**config.mk**
```make
export PLATFORM = sky130hd
export DESIGN_NAME = ex_mdu_ctl_flat
export DESIGN_NICKNAME = d
export VERILOG_FILES = /design/src/rtl/ex_mdu_ctl_if.sv /design/src/rtl/ex_mdu_ctl.sv /design/src/flat_wrapper.sv
export SDC_FILE = /design/constraint.sdc
export NUM_CORES = 1
export LEC_CHECK = 0
export ABC_AREA = 1
export BUFFER_PORTS_ARGS = -buffer_cell sky130_fd_sc_hd__buf_2
export CORE_UTILIZATION = 51
export DETAILED_ROUTE_END_ITERATION = 8
export GPL_TIMING_DRIVEN = 0
export PLACE_DENSITY = 0.7
export SLEW_MARGIN = 5
export SYNTH_ARGS = -nofsm -noshare
export SYNTH_HDL_FRONTEND = slang
export SYNTH_SLANG_ARGS = --single-unit
```
**constraint.sdc**
```tcl
create_clock -name clk_i -period 4.5 [get_ports clk_i]
set_clock_uncertainty 0.05 [all_clocks]
set_input_delay 0.9 -clock clk_i [delete_from_list [all_inputs] [get_ports clk_i]]
set_output_delay 0.9 -clock clk_i [all_outputs]
set_load 0.005 [all_outputs]
```
**src/rtl/ex_mdu_ctl_if.sv**
```systemverilog
// Handshake/operand bundle between the EX stage and the RV32M multiply/divide unit.
// master = pipeline side, slave = MDU side.
interface ex_mdu_ctl_if #(
   parameter int XLEN = 32
);
   logic            mdu_start_i;
   logic [2:0]      mdu_op_i;
   logic [XLEN-1:0] rs1_rd_data_i;
   logic [XLEN-1:0] rs2_rd_data_i;
   logic            mdu_flush_i;
   logic            mdu_busy_o;
   logic            mdu_done_o;
   logic [XLEN-1:0] mdu_data_o;

   modport master (
      output mdu_start_i, mdu_op_i, rs1_rd_data_i, rs2_rd_data_i, mdu_flush_i,
      input  mdu_busy_o, mdu_done_o, mdu_data_o
   );

   modport slave (
      input  mdu_start_i, mdu_op_i, rs1_rd_data_i, rs2_rd_data_i, mdu_flush_i,
      output mdu_busy_o, mdu_done_o, mdu_data_o
   );
endinterface

```
**src/rtl/ex_mdu_ctl.sv**
```systemverilog
// RV32M multiply/divide sequencer: iterative shift-add multiply, restoring divide.
// Define MDU_FAST_MUL_EN to route multiplies through a single-cycle multiplier (SPEC path).
module ex_mdu_ctl #(
   parameter int XLEN = 32
) (
   input  logic        clk_i,
   input  logic        rst_n_i,
   ex_mdu_ctl_if.slave mdu
);
   localparam int CNT_W = $clog2(XLEN);

   typedef enum logic [1:0] {IDLE, CALC, SPEC, DONE} state_t;

   state_t            state, state_nx;
   logic              accept, finish;
   logic [2:0]        op_r;
   logic [XLEN-1:0]   a_r, b_r, b_mag;
   logic              sa, sb;
   logic [XLEN-1:0]   hi, lo, hi_nx, lo_nx;
   logic [CNT_W-1:0]  cnt;
   logic [XLEN-1:0]   data_q;

   // start-time decode
   logic [2:0]      op_in;
   logic [XLEN-1:0] rs1, rs2;
   logic            sa_en, sb_en, in_ovf, in_spec;

   assign op_in  = mdu.mdu_op_i;
   assign rs1    = mdu.rs1_rd_data_i;
   assign rs2    = mdu.rs2_rd_data_i;
   assign sa_en  = (op_in == 3'd1) || (op_in == 3'd2) || (op_in == 3'd4) || (op_in == 3'd6);
   assign sb_en  = (op_in == 3'd1) || (op_in == 3'd4) || (op_in == 3'd6);
   assign in_ovf = op_in[2] && !op_in[0] && (rs1 == {1'b1, {(XLEN-1){1'b0}}}) && (rs2 == '1);

   logic [XLEN-1:0] fast_res;
`ifdef MDU_FAST_MUL_EN
   localparam bit FAST_MUL = 1'b1;
   logic signed [2*XLEN+1:0] fast_p;
   // sign flags double as the sign-extension bit for each operand
   assign fast_p   = $signed({sa, a_r}) * $signed({sb, b_r});
   assign fast_res = (op_r == 3'd0) ? fast_p[XLEN-1:0] : fast_p[2*XLEN-1:XLEN];
`else
   localparam bit FAST_MUL = 1'b0;
   assign fast_res = '0;
`endif

   assign in_spec = op_in[2] ? ((rs2 == '0) || in_ovf) : FAST_MUL;

   // FSM
   always_ff @(posedge clk_i or negedge rst_n_i) begin
      if (!rst_n_i) state <= IDLE;
      else          state <= state_nx;
   end

   always_comb begin
      state_nx = state;
      accept   = 1'b0;
      finish   = 1'b0;
      case (state)
         IDLE, DONE: begin
            if (mdu.mdu_start_i) begin
               accept   = 1'b1;
               state_nx = in_spec ? SPEC : CALC;
            end else begin
               state_nx = IDLE;
            end
         end
         CALC: if (cnt == '0) begin
            state_nx = DONE;
            finish   = 1'b1;
         end
         SPEC: begin
            state_nx = DONE;
            finish   = 1'b1;
         end
         default: state_nx = IDLE;
      endcase
      if (mdu.mdu_flush_i) begin
         state_nx = IDLE;
         accept   = 1'b0;
         finish   = 1'b0;
      end
   end

   assign mdu.mdu_busy_o = (state == CALC) || (state == SPEC);
   assign mdu.mdu_done_o = (state == DONE);
   assign mdu.mdu_data_o = data_q;

   // One iteration: hi:lo is the product (mul) or partial remainder:quotient (div)
   logic [XLEN:0]   sum, sh;
   logic            ge;
   always_comb begin
      sum = {1'b0, hi} + (lo[0] ? {1'b0, b_mag} : '0);
      sh  = {hi, lo[XLEN-1]};
      ge  = (sh >= {1'b0, b_mag});
      if (op_r[2]) begin
         hi_nx = ge ? (sh[XLEN-1:0] - b_mag) : sh[XLEN-1:0];
         lo_nx = {lo[XLEN-2:0], ge};
      end else begin
         hi_nx = sum[XLEN:1];
         lo_nx = {sum[0], lo[XLEN-1:1]};
      end
   end

   // Final sign fix-up applied on the way into DONE
   logic [2*XLEN-1:0] prod;
   logic [XLEN-1:0]   quo, rem, calc_res, spec_res;
   always_comb begin
      prod     = {hi_nx, lo_nx};
      prod     = (sa ^ sb) ? -prod : prod;
      quo      = (sa ^ sb) ? -lo_nx : lo_nx;
      rem      = sa ? -hi_nx : hi_nx;
      calc_res = op_r[2] ? (op_r[1] ? rem : quo)
                         : ((op_r[1:0] == 2'd0) ? prod[XLEN-1:0] : prod[2*XLEN-1:XLEN]);
      if (!op_r[2])        spec_res = fast_res;
      else if (b_r == '0)  spec_res = op_r[1] ? a_r : '1;
      else                 spec_res = op_r[1] ? '0 : a_r;
   end

   always_ff @(posedge clk_i or negedge rst_n_i) begin
      if (!rst_n_i) begin
         op_r   <= '0;
         a_r    <= '0;
         b_r    <= '0;
         b_mag  <= '0;
         sa     <= 1'b0;
         sb     <= 1'b0;
         hi     <= '0;
         lo     <= '0;
         cnt    <= '0;
         data_q <= '0;
      end else begin
         if (accept) begin
            op_r  <= op_in;
            a_r   <= rs1;
            b_r   <= rs2;
            sa    <= sa_en & rs1[XLEN-1];
            sb    <= sb_en & rs2[XLEN-1];
            b_mag <= (sb_en & rs2[XLEN-1]) ? -rs2 : rs2;
            hi    <= '0;
            lo    <= (sa_en & rs1[XLEN-1]) ? -rs1 : rs1;
            cnt   <= CNT_W'(XLEN-1);
         end else if (state == CALC && !mdu.mdu_flush_i) begin
            hi  <= hi_nx;
            lo  <= lo_nx;
            cnt <= cnt - CNT_W'(1);
         end
         if (finish) data_q <= (state == SPEC) ? spec_res : calc_res;
      end
   end
endmodule

```
**src/flat_wrapper.sv**
```systemverilog
// flat-port wrapper written by rule: the top's interface ports become plain ports
module ex_mdu_ctl_flat 
#(
   parameter int XLEN = 32
)
  (clk_i, rst_n_i, mdu_mdu_start_i, mdu_mdu_op_i, mdu_rs1_rd_data_i, mdu_rs2_rd_data_i, mdu_mdu_flush_i, mdu_mdu_busy_o, mdu_mdu_done_o, mdu_mdu_data_o);
  ex_mdu_ctl_if #(.XLEN(XLEN)) mdu_i ();
  input  logic clk_i;
  input  logic rst_n_i;
  input wire logic [$bits(mdu_i.mdu_start_i)-1:0] mdu_mdu_start_i;
  input wire logic [$bits(mdu_i.mdu_op_i)-1:0] mdu_mdu_op_i;
  input wire logic [$bits(mdu_i.rs1_rd_data_i)-1:0] mdu_rs1_rd_data_i;
  input wire logic [$bits(mdu_i.rs2_rd_data_i)-1:0] mdu_rs2_rd_data_i;
  input wire logic [$bits(mdu_i.mdu_flush_i)-1:0] mdu_mdu_flush_i;
  output wire logic [$bits(mdu_i.mdu_busy_o)-1:0] mdu_mdu_busy_o;
  output wire logic [$bits(mdu_i.mdu_done_o)-1:0] mdu_mdu_done_o;
  output wire logic [$bits(mdu_i.mdu_data_o)-1:0] mdu_mdu_data_o;
  assign mdu_i.mdu_start_i = mdu_mdu_start_i;
  assign mdu_i.mdu_op_i = mdu_mdu_op_i;
  assign mdu_i.rs1_rd_data_i = mdu_rs1_rd_data_i;
  assign mdu_i.rs2_rd_data_i = mdu_rs2_rd_data_i;
  assign mdu_i.mdu_flush_i = mdu_mdu_flush_i;
  assign mdu_mdu_busy_o = mdu_i.mdu_busy_o;
  assign mdu_mdu_done_o = mdu_i.mdu_done_o;
  assign mdu_mdu_data_o = mdu_i.mdu_data_o;
  ex_mdu_ctl #(.XLEN(XLEN)) u_core (.clk_i(clk_i), .rst_n_i(rst_n_i), .mdu(mdu_i));
endmodule
```
Word-level counts from Yosys, hierarchy flattened
Cells that the tools add are included.
{ "word_totals": {"reg_bits": 204, "in_bits": 71, "output_inout_bits": 34, "word_cells": 88} }
{ "op_classes": {"n_addsub": 8, "order_cmp": 1, "eq_ne": 10, "muxes": 35, "n_bitwise": 3, "reduce_logical": 20} }
{ "ops": {"columns": ["operator", "count"], "rows": [
  ["32-bit two-way mux", 20],
  ["32-bit negation", 4],
  ["32-bit == test, second input constant", 2],
  ["32-bit logical NOT", 2],
  ["64-bit two-way mux", 1],
  ["64-bit negation", 1],
  ["32-bit by 33-bit adder with 33-bit output", 1],
  ["33-bit by 32-bit greater-or-equal comparator with 1-bit output", 1],
  ["32-bit subtractor", 1],
  ["5-bit two-way mux", 2],
  ["2-bit two-way mux", 4],
  ["1-bit logical OR", 7],
  ["3-bit == test, second input constant", 2],
  ["1-bit two-way mux", 6],
  ["2-bit case mux with 3 select lines", 1],
  ["5-bit logical NOT", 1],
  ["5-bit by 1-bit subtractor with 5-bit output, second input constant", 1],
  ["2-bit == test, second input constant", 2],
  ["1-bit logical AND", 4],
  ["2-bit logical NOT", 2],
  ["3-bit by 1-bit == test with 1-bit output, second input constant", 1],
  ["3-bit by 2-bit == test with 1-bit output, second input constant", 1],
  ["3-bit by 2-bit inequality test with 1-bit output, second input constant", 1],
  ["1-bit bitwise AND", 2],
  ["6 further kinds", 7]
]} }

Depth between registers and ports, before layout
{ "logic_depth": {"depth_word": 10, "depth_mapped": 34, "depth_no_buf": 33} }

Worst setup path before layout
OpenSTA, ideal clock, no wires.
{ "synth_timing": {"path_kind": "register to register", "from": "register u_core.hi[18]", "to": "register u_core.data_q[22], in the netlist u_core.mdu.mdu_data_o[22]", "setup_ps": 122, "arrival_ps": 3624, "required_ps": 4328, "setup_slack_ps": 704, "stages_incl_launch_ff": 32, "path_buffers": 1, "cell_sequence": "dfrtp_1 > ha_1 > nand2_1 > nor2_2 > nand2_1 > nor2_2 > nand3_1 > nand3_2 > nor2_4 > buf_6 > nand3_4 > o21ai_4 > ha_1 > inv_1 > nor2_1 > nand4_1 > nor2_2 > nand3_1 > nor2_2 > nand2_1 > nand2_1 > o21ai_2 > inv_1 > o21ai_2 > a21oi_4 > nand2_1 > nand2_1 > nand3_1 > nand2_1 > nand2_1 > nand2_1 > a21oi_1"} }
{ "synth_via": {"elab_chain_len": 8, "word_cells_on_any_way": 16} }
{ "synth_lines": {"columns": ["element", "line", "rtl"], "rows": [
  ["from (decl)", "ex_mdu_ctl.sv:19", "logic [XLEN-1:0] hi, lo, hi_nx, lo_nx;"],
  ["from (signal assigned)", "ex_mdu_ctl.sv:144", "hi <= hi_nx;"],
  ["32-bit subtractor or 33-bit by 32-bit greater-or-equal comparator with 1-bit output (tied branches)", "ex_mdu_ctl.sv:97, ex_mdu_ctl.sv:95", null],
  ["32-bit two-way mux", "ex_mdu_ctl.sv:97", "hi_nx = ge ? (sh[XLEN-1:0] - b_mag) : sh[XLEN-1:0];"],
  ["32-bit two-way mux", "ex_mdu_ctl.sv:96", "if (op_r[2]) begin"],
  ["64-bit negation or 32-bit negation (tied branches)", "ex_mdu_ctl.sv:110, ex_mdu_ctl.sv:112", null],
  ["64-bit two-way mux or 32-bit two-way mux (tied branches)", "ex_mdu_ctl.sv:110, ex_mdu_ctl.sv:112", null],
  ["32-bit two-way mux, on equally long branches", "ex_mdu_ctl.sv:114, ex_mdu_ctl.sv:113", null],
  ["32-bit two-way mux (*)", "ex_mdu_ctl.sv:113", "calc_res = op_r[2] ? (op_r[1] ? rem : quo)"],
  ["32-bit two-way mux (*)", "ex_mdu_ctl.sv:148", "if (finish) data_q <= (state == SPEC) ? spec_res : calc_res;"],
  ["to (signal assigned)", "ex_mdu_ctl.sv:148", null],
  ["to (decl)", "ex_mdu_ctl.sv:21", "logic [XLEN-1:0] data_q;"]
]} }
Every way passes the cells marked *; elsewhere a longest branch is shown, timed or not.
A chain may end at the register's enable or synchronous reset.

Worst setup path in the final report
{ "layout_timing": {"from": "register u_core.hi[8]", "to": "register u_core.data_q[12], in the netlist u_core.mdu.mdu_data_o[12]"} }
Same word-level chain as after synthesis.

==> results.rst <==
.. list-table::
   :header-rows: 1

   * - Metric
     - Value
   * - Outcome
     - finished, final reports clean
   * - Minimum setup slack among reg-to-reg paths
     - 90 ps
   * - Critical path capture point type
     - flip-flop
   * - Most numerous cell on the critical path
     - sky130_fd_sc_hd__nand2_1
   * - Worst R2R Start
     - u_core.hi[8]
   * - Post-synth net total
     - 3,491
   * - Area taken by flip-flops and latches
     - 5110 sq um
   * - Adder and majority gate portion of the synthesized area
     - 4.80%
   * - CP Data Required Time
     - 4930 ps
   * - Slew Viols, Final
     - 0
   * - Number of buffer cells added on primary ports
     - 104
   * - Half-perimeter wire length after placement
     - 73,000 microns
   * - TritonCTS clock tree
     - built
   * - Fmax achieved
     - 227 MHz
   * - Filler Cells Inserted
     - 3,934
   * - Share of synthesized area occupied by flip-flops and latches
     - 25.3%
   * - Fraction of registers with async set or reset after synthesis
     - 100%
   * - Total Die Area
     - 40,200 sq um
   * - Category of the most critical setup path
     - reg -> reg
   * - Simple-gate share of the synthesized area
     - 37.8%
   * - Final estimated routing congestion in global placement
     - 1.10
   * - Worst EP arrival
     - 4840 ps
   * - Growth of design area from synthesis to finish
     - 15.5%
   * - Setup violations, final
     - 0
   * - Share of synthesized area spent on multiplexers
     - 0.118%
   * - Synthesized cell area
     - 20,100 sq um
   * - Synth Area in Compound Gates
     - 17.6%
   * - Number of distinct library cell variants in the gate-level netlist after synthesis
     - 63
   * - Vertical die dimension
     - 201 microns
   * - CORE AREA
     - 38,700 sq um
   * - Die W
     - 201 microns
   * - Cell accounting for the most synthesized area
     - sky130_fd_sc_hd__dfrtp_1
   * - Detail-routed via count per cell
     - 6.08
   * - Most frequent cells after synthesis
     - sky130_fd_sc_hd__nand2_1 (976), sky130_fd_sc_hd__inv_1 (475), sky130_fd_sc_hd__nor2_1 (309)
   * - CP max stage delay
     - 490 ps
   * - Final WL
     - 91,700 microns
   * - Fin crit share
     - 98.0%
   * - Clock transition at path regs
     - 60 ps
   * - WL/cell
     - 22.6 microns
   * - Slew headroom
     - 22.1%
   * - Predominant post-synthesis flop cell
     - sky130_fd_sc_hd__dfrtp_1
   * - Setup slack at placement
     - -805 ps
   * - Max Cap Violations
     - 0
   * - Library cell used as clock root buffer
     - sky130_fd_sc_hd__clkbuf_16
   * - Initial antenna violation count
     - 1
   * - YS warnings
     - 0
   * - Post-synthesis average cell area
     - 6.01 sq um
   * - Hold Crit Class
     - in -> async
   * - Instance count of the mapped netlist
     - 3,344
   * - Post-route ant nets
     - 0
   * - Post-synth top area share
     - 25.3%
   * - Number of hold-repair buffers added at the cts stage
     - 0
   * - FF-to-FF End
     - u_core.mdu.mdu_data_o[12]
   * - DRC violation count after routing
     - 0
   * - Cell Rows
     - 72
   * - Slack of the critical path
     - 89.8 ps
   * - Final number of hold-violating endpoints
     - 0
   * - Global-route wire length before repair
     - 135,000 microns
   * - Area of combinational cells with multiple inputs
     - 13,200 sq um
   * - Flip-flop and latch count after synthesis
     - 203
   * - Share of cells above drive strength 1
     - 13.0%
   * - GRT Total Usage
     - 44.3%
   * - Clock buffers created by TritonCTS
     - 25
   * - Number of global-route vias before repair
     - 22,400
   * - Remaining Overflow, GRT
     - 0
   * - Num Clock Sinks
     - 203
   * - Number of iterations in the first detailed-routing pass
     - 6
   * - Min cycle time layout
     - 4410 ps
   * - Number of synthesized flops with an enable pin
     - 0
   * - Post-Layout Cell Count
     - 4,052
   * - Placed cells
     - 3,968
   * - Number of antenna diodes
     - 0
   * - Initial standard-cell utilization of the core
     - 51.9%
   * - Dominant combinational cell family by area after synthesis
     - simple AND/OR/NAND/NOR gates
   * - Clock latency on the worst-skew pair
     - 570 ps
   * - Xor-xnor portion of the synthesized cell area
     - 2.31%
   * - R2R cell count
     - 28
   * - Startpoint Class
     - flip-flop
   * - Largest net degree at the start of global routing
     - 88
   * - Number of vias in the routed layout
     - 24,600
   * - Slew @ Worst Pin
     - 1160 ps
   * - Starting DRC count in detailed routing
     - 3,819
   * - Number of H-tree levels
     - 1
   * - Io pins
     - 105
   * - Final net count
     - 3,663
   * - Top post-synthesis cells by area
     - sky130_fd_sc_hd__dfrtp_1 (25%), sky130_fd_sc_hd__nand2_1 (18%), sky130_fd_sc_hd__inv_1 (8.9%)
   * - Buffers from clock root to sink, at most
     - 3
   * - Most instantiated library cell after synthesis
     - sky130_fd_sc_hd__nand2_1
   * - Slowest cell on the critical path
     - sky130_fd_sc_hd__dfrtp_2
   * - Worst-path maximum fanout
     - 10
-- cell families (layout without fill, tap and decap cells) --
| logic type | count (synthesis) | in the layout |
|---|---|---|
| adder cells (fa/ha/maj) | 76 | 76 |
| AO/OA/AOI/OAI | 627 | 627 |
| flip-flops | 203 | 203 |
| AND/OR/NAND/NOR | 1766 | 1766 |
| XOR/XNOR | 53 | 53 |
| multiplexers | 2 | 2 |
| buffers and inverters | 617 | 807 |
-- area by class of cell --
type | instances | area share, %
sequential | 203 | 22.0
inverter | 495 | 8.01
timing repair buffer | 146 | 3.81
buffer | 121 | 2.48
tap | 518 | 2.79
clock inverter | 14 | 0.846
clock buffer | 31 | 3.01
multi-input combinational | 2524 | 57.0
-- flip-flops by register name (all words and copies together), names as in the netlist, 2 cells and up --
signal,cells
u_core.op_r,3
u_core.hi,32
u_core.mdu.mdu_data_o,32
u_core.a_r,32
u_core.cnt,5
u_core.state,2
u_core.b_r,31
u_core.lo,32
u_core.b_mag,32
-- cells in the final DEF (no fill, tap or decap), types with 54 or more instances in the layout --
| cell | instances |
|---|---|
| sky130_fd_sc_hd__nand2_1 | 954 |
| sky130_fd_sc_hd__inv_1 | 454 |
| sky130_fd_sc_hd__nor2_1 | 297 |
| sky130_fd_sc_hd__nand3_1 | 251 |
| sky130_fd_sc_hd__o21ai_0 | 246 |
| sky130_fd_sc_hd__a21oi_1 | 196 |
| sky130_fd_sc_hd__dfrtp_1 | 175 |
| sky130_fd_sc_hd__buf_2 | 118 |
| sky130_fd_sc_hd__clkbuf_1 | 81 |
| sky130_fd_sc_hd__nand4_1 | 54 |
-- how the worst max path moves through the flow --
stage | slack, ps | startpoint | to | cells past startpoint
2_1_floorplan | 700 | u_core.hi[18] | u_core.mdu.mdu_data_o[22] | 31
3_3_place_gp | -1130 | rst_n_i | u_core.a_r[10] | 1
3_5_place_dp | -810 | u_core.lo[0] | u_core.mdu.mdu_data_o[20] | 28
4_1_cts | 5 | u_core.hi[20] | u_core.mdu.mdu_data_o[30] | 29
5_1_grt | -80 | u_core.b_mag[25] | u_core.mdu.mdu_data_o[28] | 29
6_report | 90 | u_core.hi[8] | u_core.mdu.mdu_data_o[12] | 28
-- critical path: cells and delay by family (launching register included) --
family	cells	cell delay (ps)
flip-flops	1	490
AND/OR/NAND/NOR	16	1720
AO/OA/AOI/OAI	5	750
adder cells (fa/ha/maj)	2	570
buffers and inverters	5	720
-- metal layers --
metal  global-route usage [%]  part of all wire [%]  vias to the layer above
met5                        0                 0.014                        -
met4                     20.7                   5.7                        2
met3                     11.4                    14                      315
met2                     63.5                    40                     1709
met1                     62.0                    40                    11400
li1                         -                     -                    11200
-- what timing repair did --
item                       4_1_cts  5_1_grt
resized for setup               40      144
setup buffers                    8       32
pin swaps                        4       24
setup endpoints to repair       29       28
-- through the flow --
step / TNS, ps / area [sq um] / hold slack (ps) / utilization, %
6_report: 0 / 23200 / 159 / 60.0
2_1_floorplan: 0 / 20100 / 392 / -
5_1_grt: -345 / 23200 / 182 / 60.0
4_1_cts: 0 / 22500 / 173 / 58.0
3_5_place_dp: -16570 / 21300 / 411 / 55.1
3_3_place_gp: -236720 / 21300 / 406 / 54.9
Power is left out: the tool's default activity adds up to more than one toggle a clock period on the data nets, which glitch-free logic cannot reach.
